$ cat config.mk
export PLATFORM = sky130hd
export DESIGN_NAME = priority_scanner
export DESIGN_NICKNAME = d
export VERILOG_FILES = /design/src/rtl/priority_scanner.sv
export SDC_FILE = /design/constraint.sdc
export NUM_CORES = 1
export LEC_CHECK = 0
export ABC_AREA = 1
export CAP_MARGIN = 15
export CORE_UTILIZATION = 48
export CTS_BUF_LIST = sky130_fd_sc_hd__clkbuf_4 sky130_fd_sc_hd__clkbuf_8
export CTS_CLUSTER_DIAMETER = 100
export DETAILED_ROUTE_END_ITERATION = 10
export MAX_ROUTING_LAYER = met4
export PLACE_DENSITY = 0.78
export SLEW_MARGIN = 30
export SYNTH_ARGS = -nofsm -noshare
export SYNTH_HDL_FRONTEND = slang
export SYNTH_SLANG_ARGS = --single-unit
$ cat constraint.sdc
create_clock -name clk -period 1.55 [get_ports clk]
set_input_delay 0.31 -clock clk [delete_from_list [all_inputs] [get_ports clk]]
set_output_delay 0.31 -clock clk [all_outputs]
set_load 0.01 [all_outputs]
$ cat src/rtl/priority_scanner.sv
// Sequential priority scanner: accepts an N-bit request vector and emits
// each set index, MSB first. Optional out_remaining: PRIORITY_SCANNER_POPCOUNT_EN.
module priority_scanner #(
  parameter int N = 8,
  localparam int W = $clog2(N)
) (
  input  logic         clk,
  input  logic         rst,
  input  logic         in_valid,
  output logic         in_ready,
  input  logic [N-1:0] in_data,
  output logic         in_zero,
  output logic         out_valid,
  input  logic         out_ready,
  output logic [W-1:0] out_idx,
  output logic         out_last,
`ifdef PRIORITY_SCANNER_POPCOUNT_EN
  output logic [W:0]   out_remaining,
`endif
  output logic         busy
);

  typedef enum logic {
    IDLE = 1'b0,
    SCAN = 1'b1
  } state_t;

  state_t       state_q, state_d;
  logic [N-1:0] pending_q, pending_d;
  logic         in_zero_q, in_zero_d;

  logic [W-1:0] top_idx;
  logic         one_left;
  logic         in_fire;
  logic         out_fire;

  // Highest set bit of pending wins; pending = 0 decodes to index 0.
  always_comb begin
    top_idx = '0;
    for (int i = 0; i < N; i++) begin
      if (pending_q[i]) top_idx = W'(i);
    end
  end

  assign one_left = (pending_q != '0) &&
                    ((pending_q & (pending_q - N'(1))) == '0);

  assign in_ready  = (state_q == IDLE) && !rst;
  assign out_valid = (state_q == SCAN);
  assign busy      = (state_q == SCAN);
  assign out_idx   = top_idx;
  assign out_last  = out_valid && one_left;
  assign in_zero   = in_zero_q;

  assign in_fire  = in_valid && in_ready;
  assign out_fire = out_valid && out_ready;

  always_comb begin
    state_d   = state_q;
    pending_d = pending_q;
    in_zero_d = 1'b0;
    unique case (state_q)
      IDLE: begin
        if (in_fire) begin
          if (in_data == '0) begin
            in_zero_d = 1'b1;
          end else begin
            pending_d = in_data;
            state_d   = SCAN;
          end
        end
      end
      SCAN: begin
        if (out_fire) begin
          pending_d = pending_q & ~(N'(1) << top_idx);
          if (one_left) state_d = IDLE;
        end
      end
      default: begin
        state_d   = IDLE;
        pending_d = '0;
      end
    endcase
  end

  always_ff @(posedge clk or posedge rst) begin
    if (rst) begin
      state_q   <= IDLE;
      pending_q <= '0;
      in_zero_q <= 1'b0;
    end else begin
      state_q   <= state_d;
      pending_q <= pending_d;
      in_zero_q <= in_zero_d;
    end
  end

`ifdef PRIORITY_SCANNER_POPCOUNT_EN
  logic [W:0] pop_cnt;

  always_comb begin
    pop_cnt = '0;
    for (int i = 0; i < N; i++) begin
      pop_cnt = pop_cnt + (W+1)'(pending_q[i]);
    end
  end

  assign out_remaining = pop_cnt;
`endif

endmodule

; ---- After elaboration in Yosys (flattened, before gate mapping)
; Cells that the tools add are included.
[op_classes]
addsub = 1
n_eq_ne = 3
n_shift = 1
muxes = 19
bitwise = 4
n_reduce_logical = 10
[op_table]
columns = operator, count
row1 = $mux 8, 3
row2 = $and 8x8->8, 2
row3 = $logic_not 8->1, 2
row4 = $pmux 8 s2, 1
row5 = $mux 3, 4
row6 = $mux 1, 8
row7 = $not 8->8, 1
row8 = $reduce_bool 8->1, 1
row9 = $shl 1x3->8 const A, 1
row10 = $sub 8x1->8 const B, 1
row11 = $logic_and 1x1->1, 5
row12 = $mux 2, 2
row13 = $ne 2x2->1 const B, 2
row14 = $reduce_and 3->1, 1
row15 = $ne 2x1->1 const B, 1
row16 = $pmux 1 s2, 1
row17 = $logic_not 1->1, 1
row18 = $not 1->1, 1
[totals]
regBits = 10
wordCells = 41

; ---- Longest topological paths before layout
; Gate-level depths: netlist (run 1).
[logic_depth]
ltp_word = 12
mapped_depth = 10
ltp_nobuf = 10

; ---- Least setup slack after synthesis (run 1)
; Ideal clock, no wire load.
[synth_timing]
path_type = register to output
from = register pending_q[2]
to = output port out_last
arrival_ns = 1.162
path_slack_ns = 0.078
stages_incl_launch_ff = 6
path_buffers = 0
path_cell_list = dfrtp_1 -> nor2_2 -> nand2_1 -> o21ai_1 -> nand2_1 -> nor3_1
[synth_between]
elab_chain_cells = 5
[synth_lines]
columns = item, line_no
row1 = "start, declared", 29  ; logic [N-1:0] pending_q, pending_d;
row2 = "start signal, assigned", 93  ; pending_q <= pending_d;
row3 = $sub 8x1->8, 46  ; ((pending_q & (pending_q - N'(1))) == '0);
row4 = $and 8x8->8, 46
row5 = $logic_not 8->1, 46
row6 = $logic_and 1x1->1 *, 45  ; assign one_left = (pending_q != '0) &&
row7 = $logic_and 1x1->1 *, 52  ; assign out_last = out_valid && one_left;
row8 = "end, declared", 16  ; output logic out_last,
; Mark *: on every way between the ends. The rest lies on a longest branch, timed or not.

; ---- Worst setup path in the final report (run 1)
[layout_timing]
from = register pending_q[1]
to = output port out_last
; Same word-level chain as after synthesis.

==> flow_metrics.env, run 1 <==
export IMPL_ys_seq_area_share_pct=35.7
export IMPL_endpoint_kind="output pin"
export IMPL_grt_start_max_net_pins=11
export IMPL_synth_fp_nets=120
export IMPL_path_cells="nor2_4 -> nand2_1 -> o21ai_1 -> nand2_1 -> nor3_2 -> buf_2"
export IMPL_internal_power_mw=1.61
export IMPL_die_w_um=40.2
export IMPL_crit_fanout=5
export IMPL_final_nets=174
export IMPL_power_frac_comb_pct=76.7
export IMPL_yosysTopAreaCell="dfrtp_1"
export IMPL_avgSynthCellArea_um2=6.50
export IMPL_worstSetupPathType="flip-flop to output pin"
export IMPL_synth_ff_type="dfrtp_1"
export IMPL_relSlewSlack_pct=71.1
export IMPL_drt_total_wl_um=2920
export IMPL_synthSimpleGateAreaFrac_pct=44.9
export IMPL_worst_path_buf_inv=1
export IMPL_worstPathArrival_ps=1550
export IMPL_swShare_pct=47.6
export IMPL_worst_slew_pin_slew_ps=433
export IMPL_fmax_ghz=0.537
export IMPL_power_total_mw=3.07
export IMPL_hpwlAfterDp_um=1510
export IMPL_cts_tree="built"
export IMPL_synth_distinct_cells=19
export IMPL_finalCritPeriodShare_pct=120
export IMPL_gr_total_overflow=0
export IMPL_clockRootBuffer="clkbuf_4"
export IMPL_synthCells=108
export IMPL_place_inst=163
export IMPL_worstHoldPathType="input port to async pin"
export IMPL_die_area_um2=1620
export IMPL_crit_top_cell="nand2_1"
export IMPL_failed_checks="negative setup slack"
export IMPL_setup_tns_ps=-639
export IMPL_synth_common_cells="51 x nand2_1, 11 x inv_1, 10 x dfrtp_1, 9 x nor2_1, 4 x o21ai_1"
export IMPL_start_kind="flip-flop"
export IMPL_core_um2=1330
export IMPL_rsz0062_at_grt="yes"
export IMPL_crit_slowest_cell="dfrtp_1"
export IMPL_synth_top_family_by_area="simple AND/OR/NAND/NOR gates"
export IMPL_synth_compound_area_share_pct=9.80
export IMPL_fin_util_pct=93.0
export IMPL_port_buffers=19
export IMPL_synth_edf_count=0
export IMPL_power_frac_clock_pct=8.2
export IMPL_ys_async_sr_fraction_pct=100
export IMPL_cts_inserted_buffers=3
export IMPL_drtIter0Drc=44
export IMPL_synthAdderAreaFrac_pct=0
export IMPL_vias=991
export IMPL_antenna_found_initial=0
export IMPL_reg2regPathDepth=11
export IMPL_timing_max_cap_violations=0
export IMPL_grt_total_usage_pct=32.1
export IMPL_maxSlewViolCount=0
export IMPL_clk_pin_slew_ps=80
export IMPL_antenna_left=0
export IMPL_clock_latency_ps=280
export IMPL_syn_area_um2=702
export IMPL_critPathTopFamily="simple AND/OR/NAND/NOR gates"
export IMPL_pwr_density_cell_nw_per_um2=2470
export IMPL_outcome="complete, but fails checks"
export IMPL_ios=20
export IMPL_htree_levels=1
export IMPL_synthXorXnorAreaFrac_pct=0
export IMPL_drive_above_1_share_pct=42.9
export IMPL_fin_crit_ps=1860
export IMPL_finalSetupViolCount=6
export IMPL_dr_pass1_iters=4
export IMPL_grt_pass1_vias=816
export IMPL_nFillCells=55
export IMPL_yosysWarnings=0
export IMPL_place_gp_congestion=0.806
export IMPL_num_rows=13
export IMPL_syn2layout_area_growth_pct=76.6
export IMPL_vias_per_cell=5.63
export IMPL_stdcell_count=176
export IMPL_cts_buffer_depth=2
export IMPL_die_h_um=40.2
export IMPL_antenna_cells=0
export IMPL_seqPwrFrac_pct=15.1
export IMPL_slowest_delay_ps=430
export IMPL_power_switching_mw=1.46
export IMPL_synth_area_top_cells="dfrtp_1 36%, nand2_1 27%, inv_1 5.9%"
export IMPL_muxShareOfSynthArea_pct=0
export IMPL_hold_violations=0
export IMPL_ir_worst_vdd_mv=1.51
export IMPL_setup_ws_ps=-311
export IMPL_leakagePower_nw=0.665
export IMPL_cts_sinks=10
export IMPL_finClkSkew_ps=12.9
export IMPL_synth_top_area_share_pct=35.7
export IMPL_path_depth=6
export IMPL_drc=0
export IMPL_synth_seq_cells=10
export IMPL_initial_core_util_pct=52.6
export IMPL_hold_buffers=0
export IMPL_cp_required_ps=1240
export IMPL_yosys_cell_count_top_type="nand2_1"
export IMPL_avgRoutedWirePerCell_um=16.6
export IMPL_grt_pass1_wl_um=3270
-- flip-flops by register name (all words and copies together), names as in the netlist --
signal	flops
in_zero	1
pending_q	8
busy	1
-- path summary, 6_finish.rpt --
check	from	end	slack, ps
min reg2reg	pending_q[2]$_DFFE_PP0P_	pending_q[2]$_DFFE_PP0P_	610
min	rst	busy$_DFF_PP0_	480
max	pending_q[1]$_DFFE_PP0P_	out_last	-310
max in group asynchronous	rst	pending_q[6]$_DFFE_PP0P_	750
max reg2reg	pending_q[1]$_DFFE_PP0P_	busy$_DFF_PP0_	-90
min in group clk	pending_q[2]$_DFFE_PP0P_	pending_q[2]$_DFFE_PP0P_	610
-- layout by cell type, fill, tap and decap left out, drive strengths merged --
master	netlist	routed
nand2	52	52
buf	2	36
inv	13	13
clkdlybuf4s50	0	12
nor2	12	12
dfrtp	10	10
o21ai	9	9
clkbuf	0	5
nand3	4	4
dlygate4sd2	0	2
nor3	2	2
nor3b	1	1
a22oi	1	1
nand4	1	1
a21oi	1	1
-- power groups by stage --
stage               Sequential, mW  Combinational (mW)  Clock (mW)
CTS                          0.441                1.86       0.247
global route                 0.471                2.48       0.260
global placement             0.434                1.67           0
floorplan                    0.453               0.833           0
finish                       0.464                2.35       0.251
detailed placement           0.438                1.71           0
-- per-layer routing --
metal	vias up	routed length, µm	track usage [%]
met1	431	1040	34.5
met4	0	149	16.7
li1	441	-	-
met2	93	1440	55.6
met3	26	286	6.11
met5	-	0	-
-- worst reg2reg max path: stages, from the launching register on --
cell,delay (ps)
dfrtp_1,430
nor2_4,190
nand3_1,110
nand2_1,90
nand3_2,90
buf_4,140
buf_4,120
buf_4,130
nor2_4,90
nand2_1,60
nand2_1,50
nand2_1,50
-- final cells by class --
cell class / instances / area (µm²) / area share (%)
Tap cell: 15 / 18.8 / 1.51
Sequential cell: 10 / 250 / 20.2
Clock buffer: 4 / 36.3 / 2.93
Timing Repair Buffer: 51 / 425 / 34.3
Multi-Input combinational cell: 83 / 460 / 37.1
Inverter: 13 / 48.8 / 3.94
-- stage by stage --
step	setup WS [ps]	hold WS [ps]	area, µm²
2_1_floorplan	78.5	150	702
3_3_place_gp	-320	510	1060
3_5_place_dp	-412	519	1060
4_1_cts	-233	487	1150
5_1_grt	-415	562	1240
6_report	-311	484	1240
-- cells by family (layout without fill, tap and decap cells) --
family / after synthesis / count (layout)
DFF: 10 / 10
buffers and inverters: 15 / 68
and+or+nand+nor: 72 / 72
AOI/OAI and AO/OA: 11 / 11
-- what timing repair did --
item | CTS | global route
hold endpoints to repair | 0 | 0
pin swaps | 6 | 11
setup endpoints to repair | 7 | 10
resized for setup | 28 | 23
buffers inserted | 6 | 3
(Power assumes the default switching activity.)
==> run 2, diff against run 1 <==
--- a/config.mk
+++ b/config.mk
@@ -11,8 +11,10 @@
 export CTS_BUF_LIST = sky130_fd_sc_hd__clkbuf_4 sky130_fd_sc_hd__clkbuf_8
 export CTS_CLUSTER_DIAMETER = 100
 export DETAILED_ROUTE_END_ITERATION = 10
+export HOLD_SLACK_MARGIN = 0.15
 export MAX_ROUTING_LAYER = met4
 export PLACE_DENSITY = 0.78
+export SKIP_CTS_REPAIR_TIMING = 1
 export SLEW_MARGIN = 30
 export SYNTH_ARGS = -nofsm -noshare
 export SYNTH_HDL_FRONTEND = slang
==> flow_metrics.env, run 2 (synthesis gave the netlist of run 1 again) <==
export IMPL_outcome="complete, but fails checks"
export IMPL_failed_checks="negative setup slack"
export IMPL_hpwlAfterDp_um=1510
export IMPL_grt_start_max_net_pins=11
export IMPL_grt_pass1_wl_um=2990
export IMPL_finalSetupViolCount=3
export IMPL_cp_required_ps=1240
export IMPL_core_um2=1330
export IMPL_hold_slack_ps=493
export IMPL_die_w_um=40.2
export IMPL_relSlewSlack_pct=72.8
export IMPL_timing_max_cap_violations=0
export IMPL_ios=20
export IMPL_worst_slew_pin_slew_ps=408
export IMPL_die_h_um=40.2
export IMPL_met1_length_um=956
export IMPL_grt_pass1_vias=765
export IMPL_grt_total_usage_pct=29.5
export IMPL_ir_worst_vdd_mv=1.30
export IMPL_crit_slowest_cell="dfrtp_1"
export IMPL_drive_above_1_share_pct=36.5
export IMPL_dr_wl_met3_um=131
export IMPL_internal_power_mw=1.55
export IMPL_power_frac_clock_pct=8.5
export IMPL_place_gp_congestion=0.806
export IMPL_drc=0
export IMPL_power_switching_mw=1.31
export IMPL_finClkSkew_ps=3.93
export IMPL_power_total_mw=2.86
export IMPL_clock_latency_ps=270
export IMPL_antenna_left=0
export IMPL_cts_tree="built"
export IMPL_vias_per_cell=5.28
export IMPL_seqPwrFrac_pct=16.1
export IMPL_dr_pass1_iters=4
export IMPL_clockRootBuffer="clkbuf_4"
export IMPL_final_common_cell="nand2_1"
export IMPL_critPathTopFamily="simple AND/OR/NAND/NOR gates"
export IMPL_setup_ws_ps=-275
export IMPL_slowest_delay_ps=420
export IMPL_drtIter0Drc=30
export IMPL_worst_path_buf_inv=2
export IMPL_num_rows=13
export IMPL_syn2layout_area_growth_pct=73.1
export IMPL_die_area_um2=1620
export IMPL_vias=903
export IMPL_cts_inserted_buffers=3
export IMPL_swShare_pct=45.8
export IMPL_reg2reg_setup_slack_ps=20
export IMPL_hold_violations=0
export IMPL_port_buffers=19
export IMPL_crit_fanout=2
export IMPL_leakagePower_nw=0.671
export IMPL_final_nets=169
export IMPL_dr_wl_met2_um=1250
export IMPL_fin_crit_ps=1820
export IMPL_rsz0062_at_grt="yes"
export IMPL_path_cells="buf_6 -> nand2_4 -> nand2_2 -> nor2_2 -> nand3_2 -> nor3_2 -> buf_2"
export IMPL_endpoint_kind="output pin"
export IMPL_maxSlewViolCount=0
export IMPL_post_place_ws_ps=-412
export IMPL_htree_levels=1
export IMPL_largest_reg_flops=8
export IMPL_worstSetupPathType="flip-flop to output pin"
export IMPL_finalCritPeriodShare_pct=118
export IMPL_mostFrequentLayoutCells="47 x nand2_1, 21 x buf_4, 12 x clkdlybuf4s50_1, 10 x inv_1, 10 x dfrtp_1"
export IMPL_clk_pin_slew_ps=70
export IMPL_avgRoutedWirePerCell_um=14.0
export IMPL_power_frac_comb_pct=75.4
export IMPL_highest_layer="met4"
export IMPL_antenna_found_initial=0
export IMPL_worstPathArrival_ps=1510
export IMPL_fmax_ghz=0.548
export IMPL_pwr_density_cell_nw_per_um2=2350
export IMPL_largest_register="pending_q"
export IMPL_cts_sinks=10
export IMPL_gr_total_overflow=0
export IMPL_cts_buffer_depth=2
export IMPL_initial_core_util_pct=52.6
export IMPL_antenna_cells=0
export IMPL_drt_total_wl_um=2400
export IMPL_start_kind="flip-flop"
export IMPL_worstHoldPathType="input port to async pin"
## run 2: cell type report
cell class | instances | area [µm²]
Timing Repair Buffer | 46 | 409
Clock buffer | 4 | 36.3
Multi-Input combinational cell | 83 | 452
Sequential cell | 10 | 250
Tap cell | 15 | 18.8
Inverter | 13 | 48.8
Fill cell | 65 | 119
## run 2: path summary, 6_finish.rpt
check / start / depth (start not counted) / end
max in group asynchronous: rst / 3 / pending_q[5]$_DFFE_PP0P_
min in group clk: pending_q[2]$_DFFE_PP0P_ / 2 / pending_q[2]$_DFFE_PP0P_
max: pending_q[0]$_DFFE_PP0P_ / 7 / out_last
min reg2reg: pending_q[2]$_DFFE_PP0P_ / 2 / pending_q[2]$_DFFE_PP0P_
max reg2reg: pending_q[0]$_DFFE_PP0P_ / 11 / busy$_DFF_PP0_
min: rst / 3 / pending_q[3]$_DFFE_PP0P_
## run 2: through the flow
stage	cell area [µm²]	utilization, %	std cells	TNS [ps]
5_1_grt	1210	91.1	171	-681
4_1_cts	1100	82.6	167	-2520
6_report	1210	91.1	171	-370
2_1_floorplan	702	-	108	0
3_3_place_gp	1060	79.8	163	-1070
3_5_place_dp	1060	79.8	163	-1290
## run 2: power by group through the flow
| stage | Sequential (mW) | Clock (mW) | Combinational [mW] |
|---|---|---|---|
| final | 0.460 | 0.242 | 2.15 |
| after global routing | 0.470 | 0.258 | 2.30 |
| after CTS | 0.434 | 0.247 | 1.73 |
| after detailed placement | 0.438 | 0 | 1.71 |
| after global placement | 0.434 | 0 | 1.67 |
| after floorplan | 0.453 | 0 | 0.833 |
## run 2: worst register-to-register path, delay by kind of cell, from the launching register on
family,cells,cell delay [ps]
DFF,1,420
buffers and inverters,3,410
and+or+nand+nor,8,600
## run 2: per-layer routing
layer	global-route usage, %	vias to the layer above
li1	-	430
met1	32.1	418
met2	50.0	44
met3	5.56	11
met4	16.7	0
met5	-	-
